**config.mk**
```make
export PLATFORM = sky130hd
export DESIGN_NAME = sif_softmax_div_feeder
export DESIGN_NICKNAME = d
export VERILOG_FILES = /design/src/rtl/sif_fp16_pkg.sv /design/src/rtl/sif_vec_buf.sv /design/src/rtl/sif_softmax_div_feeder.sv
export SDC_FILE = /design/constraint.sdc
export NUM_CORES = 1
export LEC_CHECK = 0
export ABC_CLOCK_PERIOD_IN_PS = 9330
export BUFFER_PORTS_ARGS = -buffer_cell sky130_fd_sc_hd__clkbuf_2
export CORE_MARGIN = 2
export CORE_UTILIZATION = 40
export CTS_BUF_LIST = sky130_fd_sc_hd__clkbuf_4 sky130_fd_sc_hd__clkbuf_8
export DETAILED_ROUTE_END_ITERATION = 8
export PLACE_DENSITY = 0.63
export SYNTH_ARGS = -nofsm -noshare
export SYNTH_HDL_FRONTEND = slang
export SYNTH_HIERARCHICAL = 1
export SYNTH_SLANG_ARGS = --single-unit
```
**constraint.sdc**
```tcl
create_clock -name clk -period 9.33 [get_ports clk]
set_clock_uncertainty 0.05 [all_clocks]
set_input_delay 2.3325 -clock clk [delete_from_list [all_inputs] [get_ports clk]]
set_output_delay 2.3325 -clock clk [all_outputs]
set_load 0.02 [all_outputs]
```
**src/rtl/sif_fp16_pkg.sv**
```systemverilog
// rtl/sif_fp16_pkg.sv - shared fp16 widths, constants and feeder state encoding
package sif_fp16_pkg;

   localparam int FP16_W = 16;

   localparam logic [FP16_W-1:0] FP16_ZERO = 16'h0000;
   localparam logic [FP16_W-1:0] FP16_ONE  = 16'h3C00;
   localparam logic [FP16_W-1:0] FP16_PINF = 16'h7C00;

   typedef enum logic [1:0] {
      LOAD,
      WAIT_DEN,
      ISSUE
   } state_t;

endpackage

```
**src/rtl/sif_vec_buf.sv**
```systemverilog
// rtl/sif_vec_buf.sv - numerator buffer, one synchronous write port, one asynchronous read port
module sif_vec_buf
   import sif_fp16_pkg::*;
#(
   parameter int DEPTH = 64,
   parameter int AW    = 6
) (
   input  logic              clk,
   input  logic              we,
   input  logic [AW-1:0]     waddr,
   input  logic [FP16_W-1:0] wdat,
   input  logic [AW-1:0]     raddr,
   output logic [FP16_W-1:0] rdat
);

   // No reset: contents are only ever read back after being written in LOAD.
   logic [FP16_W-1:0] mem [DEPTH];

   always_ff @(posedge clk) begin
      if (we) begin
         mem[waddr] <= wdat;
      end
   end

   assign rdat = mem[raddr];

endmodule

```
**src/rtl/sif_softmax_div_feeder.sv**
```systemverilog
// rtl/sif_softmax_div_feeder.sv - buffers one vector of exp(x) and feeds {numerator, sum} pairs to the divider
module sif_softmax_div_feeder
   import sif_fp16_pkg::*;
#(
   parameter int DEPTH = 64,
   parameter int AW    = 6
) (
   input  logic              clk,
   input  logic              rst,
   input  logic              X_vld,
   input  logic [FP16_W-1:0] X_dat,
   input  logic              X_last,
   output logic              X_rdy,
   input  logic              D_vld,
   input  logic [FP16_W-1:0] D_dat,
   output logic              D_rdy,
   output logic              A_vld,
   output logic [FP16_W-1:0] A_dat,
   input  logic              A_rdy,
   output logic              B_vld,
   output logic [FP16_W-1:0] B_dat,
   input  logic              B_rdy,
   output logic              busy
);

   state_t            state;
   logic [AW-1:0]     wr_ptr;
   logic [AW-1:0]     rd_ptr;
   logic [AW:0]       len;
   logic [FP16_W-1:0] den;
   logic              a_done;
   logic              b_done;

   logic x_hs, d_hs, a_hs, b_hs;
   logic x_end, pair_done, last_pair;

   assign X_rdy = ~rst & (state == LOAD);
   assign D_rdy = ~rst & (state == WAIT_DEN);
   assign A_vld = ~rst & (state == ISSUE) & ~a_done;
   assign B_vld = ~rst & (state == ISSUE) & ~b_done;
   assign busy  = ~rst & ((state != LOAD) | (wr_ptr != '0));
   assign B_dat = den;

   assign x_hs = X_vld & X_rdy;
   assign d_hs = D_vld & D_rdy;
   assign a_hs = A_vld & A_rdy;
   assign b_hs = B_vld & B_rdy;

   // The DEPTH-th element closes the vector even without X_last.
   assign x_end     = X_last | (wr_ptr == AW'(DEPTH - 1));
   // A and B may be accepted in different cycles; a pair is done once both have gone.
   assign pair_done = (a_done | a_hs) & (b_done | b_hs);
   assign last_pair = ({1'b0, rd_ptr} == (len - (AW+1)'(1)));

   sif_vec_buf #(
      .DEPTH (DEPTH),
      .AW    (AW)
   ) u_buf (
      .clk   (clk),
      .we    (x_hs),
      .waddr (wr_ptr),
      .wdat  (X_dat),
      .raddr (rd_ptr),
      .rdat  (A_dat)
   );

   always_ff @(posedge clk) begin
      if (rst) begin
         state  <= LOAD;
         wr_ptr <= '0;
         rd_ptr <= '0;
         len    <= '0;
         den    <= FP16_ZERO;
         a_done <= 1'b0;
         b_done <= 1'b0;
      end else begin
         case (state)
            LOAD: begin
               if (x_hs) begin
                  if (x_end) begin
                     len    <= {1'b0, wr_ptr} + (AW+1)'(1);
                     wr_ptr <= '0;
                     state  <= WAIT_DEN;
                  end else begin
                     wr_ptr <= wr_ptr + AW'(1);
                  end
               end
            end
            WAIT_DEN: begin
               if (d_hs) begin
                  den    <= D_dat;
                  rd_ptr <= '0;
                  a_done <= 1'b0;
                  b_done <= 1'b0;
                  state  <= ISSUE;
               end
            end
            ISSUE: begin
               if (pair_done) begin
                  a_done <= 1'b0;
                  b_done <= 1'b0;
                  rd_ptr <= rd_ptr + AW'(1);
                  if (last_pair) begin
                     state <= LOAD;
                  end
               end else begin
                  a_done <= a_done | a_hs;
                  b_done <= b_done | b_hs;
               end
            end
            default: state <= LOAD;
         endcase
      end
   end

endmodule
```
==> flow_summary.toml <==
[status]
status = "finished, final reports clean"

[timing]
clock.fmax_ghz = 0.148
tns_ps = 0
finalCriticalPeriod_ps = 6760
post-route-period-util = 0.724
rsz0062_at_grt = "no"
finalHoldViolCount = 0
slew_viol_final = 0
setup_viol = 0
worst_slew_pin_slew_ps = 1130
slew_headroom = 0.247

[global_route]
grt-ovfl-total = 0
antenna_found_initial = 3
first_global_vias = 21500
grt_pass1_wl_um = 142000
grt_usage = 0.181
grt_max_degree = 110

[synth]
yosysWarningCount = 6
synth.distinct_cells = 69
syn_inst = 2053
syn_nets = 2096
synth-async-reset-ratio = 0
synth_seq_cells = 1063
ys_seq_area_frac = 0.757
synth_edf_count = 1024
synth_ff_type = "edfxtp_1"
syn_area_per_cell_um2 = 20.3
syn_area_um2 = 41700

[critical_path]
worstSetupEndpointType = "output pin"
startpoint_type = "flop"
cp_data_required_time_ps = 6950
crit_fanout = 109
critical-path-slowest-cell = "dfxtp_4"
cp.depth = 7
r2r_cells = 6
cp-endpoint = "A_dat[12]"
regToRegStartpoint = "state[1]"
crit_start = "rd_ptr[2]"
critPathKind = "reg -> out"
crit_arrival_ps = 4370
path_delay_family = "simple AND/OR/NAND/NOR gates"
slowest_delay_ps = 990
r2r_slack_ps = 6100
timing.rr.end = "u_buf/mem[26][6]"
worstPathCellList = "buf_12 -> nor2b_1 -> a22oi_1 -> a41oi_1 -> o21ai_0 -> and4_1 -> clkbuf_2"
path_buf_inv = 2

[pwr]
clockPowerShare = 0.416
seqPwrFrac = 0.567
combPwrFrac = 0.018
p_switching_mw = 1.92
switching_share = 0.208
p_leak_nw = 14.4
ir_worst_vdd_uv = 109
power_density_nw_per_um2 = 197
power.internal_mw = 7.33

[cells_and_area]
syn_to_final_growth_pct = 12.9
fillCellCount = 8702
final_area_um2 = 47000
fin_nets = 2320
drive_above_1_share = 0.296
fin_cells = 3792

[place]
detailed_place.area_um2 = 43700
io_buffer_count = 75
place_hpwl_um = 56100
routabilityCongestion = 0.790
dp.cells = 3486

[cts]
insertion_delay_ps = 840
cts_buffer_depth = 3
cts_tree = "built"
clock-root-buffer = "clkbuf_8"
path_clk_slew_ps = 60
htreeDepth = 4
ctsHoldBuffers = 0
cts_made_buffers = 169
postCtsSetupBuffers = 0
cts_resized = 0
cts_sinks = 1063

[flow_run]
drv_cap = 0

[detailed_routing]
routed_wl_um = 96500
drc = 0
vias = 20900
dr.pass1.iters = 5
antenna_left = 0
drt_iter0_drc = 2382
wl_per_cell_um = 25.5
vias_per_cell = 5.52

[floorplanning]
core-area_um2 = 103000
dieWidth_um = 327
io_pins = 76
start_util = 0.403
die_h_um = 327
die_area_um2 = 107000
num_rows = 118

[hold_path]
hp-class = "reg -> reg"
-- flip-flops by register name, summed over array words and instances (netlist names) --
| name | flops |
|---|---|
| rd_ptr | 6 |
| B_dat | 16 |
| b_done | 1 |
| u_buf/mem | 1024 |
| len | 7 |
| wr_ptr | 6 |
| a_done | 1 |
| state | 2 |
-- cell usage after synthesis (5+ instances only) --
library cell | n | area [um^2]
edfxtp_1 | 1024 | 30700
nand2_1 | 102 | 383
xnor2_1 | 7 | 61.3
a41oi_1 | 5 | 43.8
dfxtp_1 | 39 | 781
nand3_1 | 30 | 150
mux4_2 | 220 | 4950
nor2_1 | 98 | 368
nor3_1 | 8 | 40.0
inv_1 | 5 | 18.8
a221o_1 | 6 | 60.1
o21ai_0 | 29 | 145
mux2_2 | 27 | 304
and4_1 | 5 | 43.8
a22oi_1 | 41 | 308
a311oi_1 | 8 | 70.1
clkbuf_1 | 30 | 113
nand4_1 | 16 | 100
buf_6 | 19 | 214
a211o_1 | 9 | 78.8
buf_2 | 39 | 195
a21oi_1 | 30 | 150
buf_12 | 5 | 100
buf_4 | 14 | 105
xor2_1 | 6 | 52.6
a22o_1 | 6 | 52.6
a221oi_1 | 16 | 140
mux2i_1 | 86 | 861
nor2b_1 | 33 | 206
a31oi_1 | 10 | 62.6
a211oi_1 | 11 | 82.6
-- power by group through the flow --
stage                     clock (mW)  combinational (mW)  sequential, mW
after CTS                       3.93               0.163            5.24
after global routing            4.14               0.175            5.24
final                           3.84               0.162            5.24
after global placement             0               0.156            5.34
after floorplan                    0              0.0504            5.34
after detailed placement           0               0.163            5.34
-- worst reg2reg max path, cell delays in order (launching register included) --
cell     delay (ps)
dfxtp_1         360
nor3_1          250
nand2_1         250
inv_2           300
nor2b_1         290
nand2_1         360
nor2_2          960
-- cell type report --
class                   instances  area (um^2)  share of cell area
diodes                          2         5.00            0.000106
repair buffers                170         1130              0.0240
clock buffers                 227         2780              0.0591
clock inverters                77          488              0.0104
multi-input cells             866         9320               0.198
inverters                       7         26.3            0.000559
flip-flops and latches       1063        31500               0.671
well taps                    1380         1730              0.0367
-- worst min path at each step --
stage / cells past startpoint / end / slack (ps) / start
after detailed placement: 2 / B_dat[1] / 410 / B_dat[1]
final: 2 / B_dat[1] / 410 / B_dat[1]
after global placement: 2 / B_dat[8] / 400 / B_dat[8]
after floorplan: 2 / wr_ptr[1] / 420 / wr_ptr[1]
after global routing: 2 / B_dat[0] / 450 / B_dat[0]
after CTS: 2 / B_dat[1] / 410 / B_dat[1]
-- routing by layer --
metal	part of all wire	routed length, um	GRT usage
met5	0.00013	13	0
met4	0.023	2190	0.0628
met3	0.068	6550	0.0313
met2	0.50	48200	0.300
met1	0.41	39600	0.241
-- cell families (layout without fill, tap and decap cells) --
family | after synthesis | after routing | share of synthesized area
mux | 337 | 337 | 0.149
buf+inv | 124 | 481 | 0.0200
xor+xnor | 13 | 13 | 0.00273
simple gates | 323 | 323 | 0.0371
other cells | 0 | 2 | 0
fa+ha+maj | 4 | 4 | 0.00120
flops | 1063 | 1063 | 0.757
compound gates | 189 | 189 | 0.0326
-- metrics by stage --
stage	total power, mW	setup WS, ps	utilization	hold slack, ps
global placement	5.49	3420	0.423	398
finish	9.25	2570	0.455	409
detailed placement	5.50	3430	0.423	405
global route	9.55	2310	0.455	448
floorplan	5.39	3800	-	418
CTS	9.33	2470	0.455	412
-- cell usage in the layout, fill, tap and decap left out, types with 30 or more instances in the layout --
| master | synthesis | layout |
|---|---|---|
| mux2i_1 | 86 | 86 |
| nand3_1 | 30 | 30 |
| a22oi_1 | 41 | 41 |
| a21oi_1 | 30 | 30 |
| nor2b_1 | 33 | 32 |
| buf_4 | 14 | 92 |
| mux4_2 | 220 | 220 |
| clkbuf_8 | 0 | 172 |
| clkbuf_2 | 3 | 75 |
| edfxtp_1 | 1024 | 1024 |
| nand2_1 | 102 | 102 |
| clkinv_1 | 0 | 44 |
| nor2_1 | 98 | 92 |
| clkbuf_4 | 1 | 55 |
| dfxtp_1 | 39 | 34 |
(Power assumes the default switching activity.)
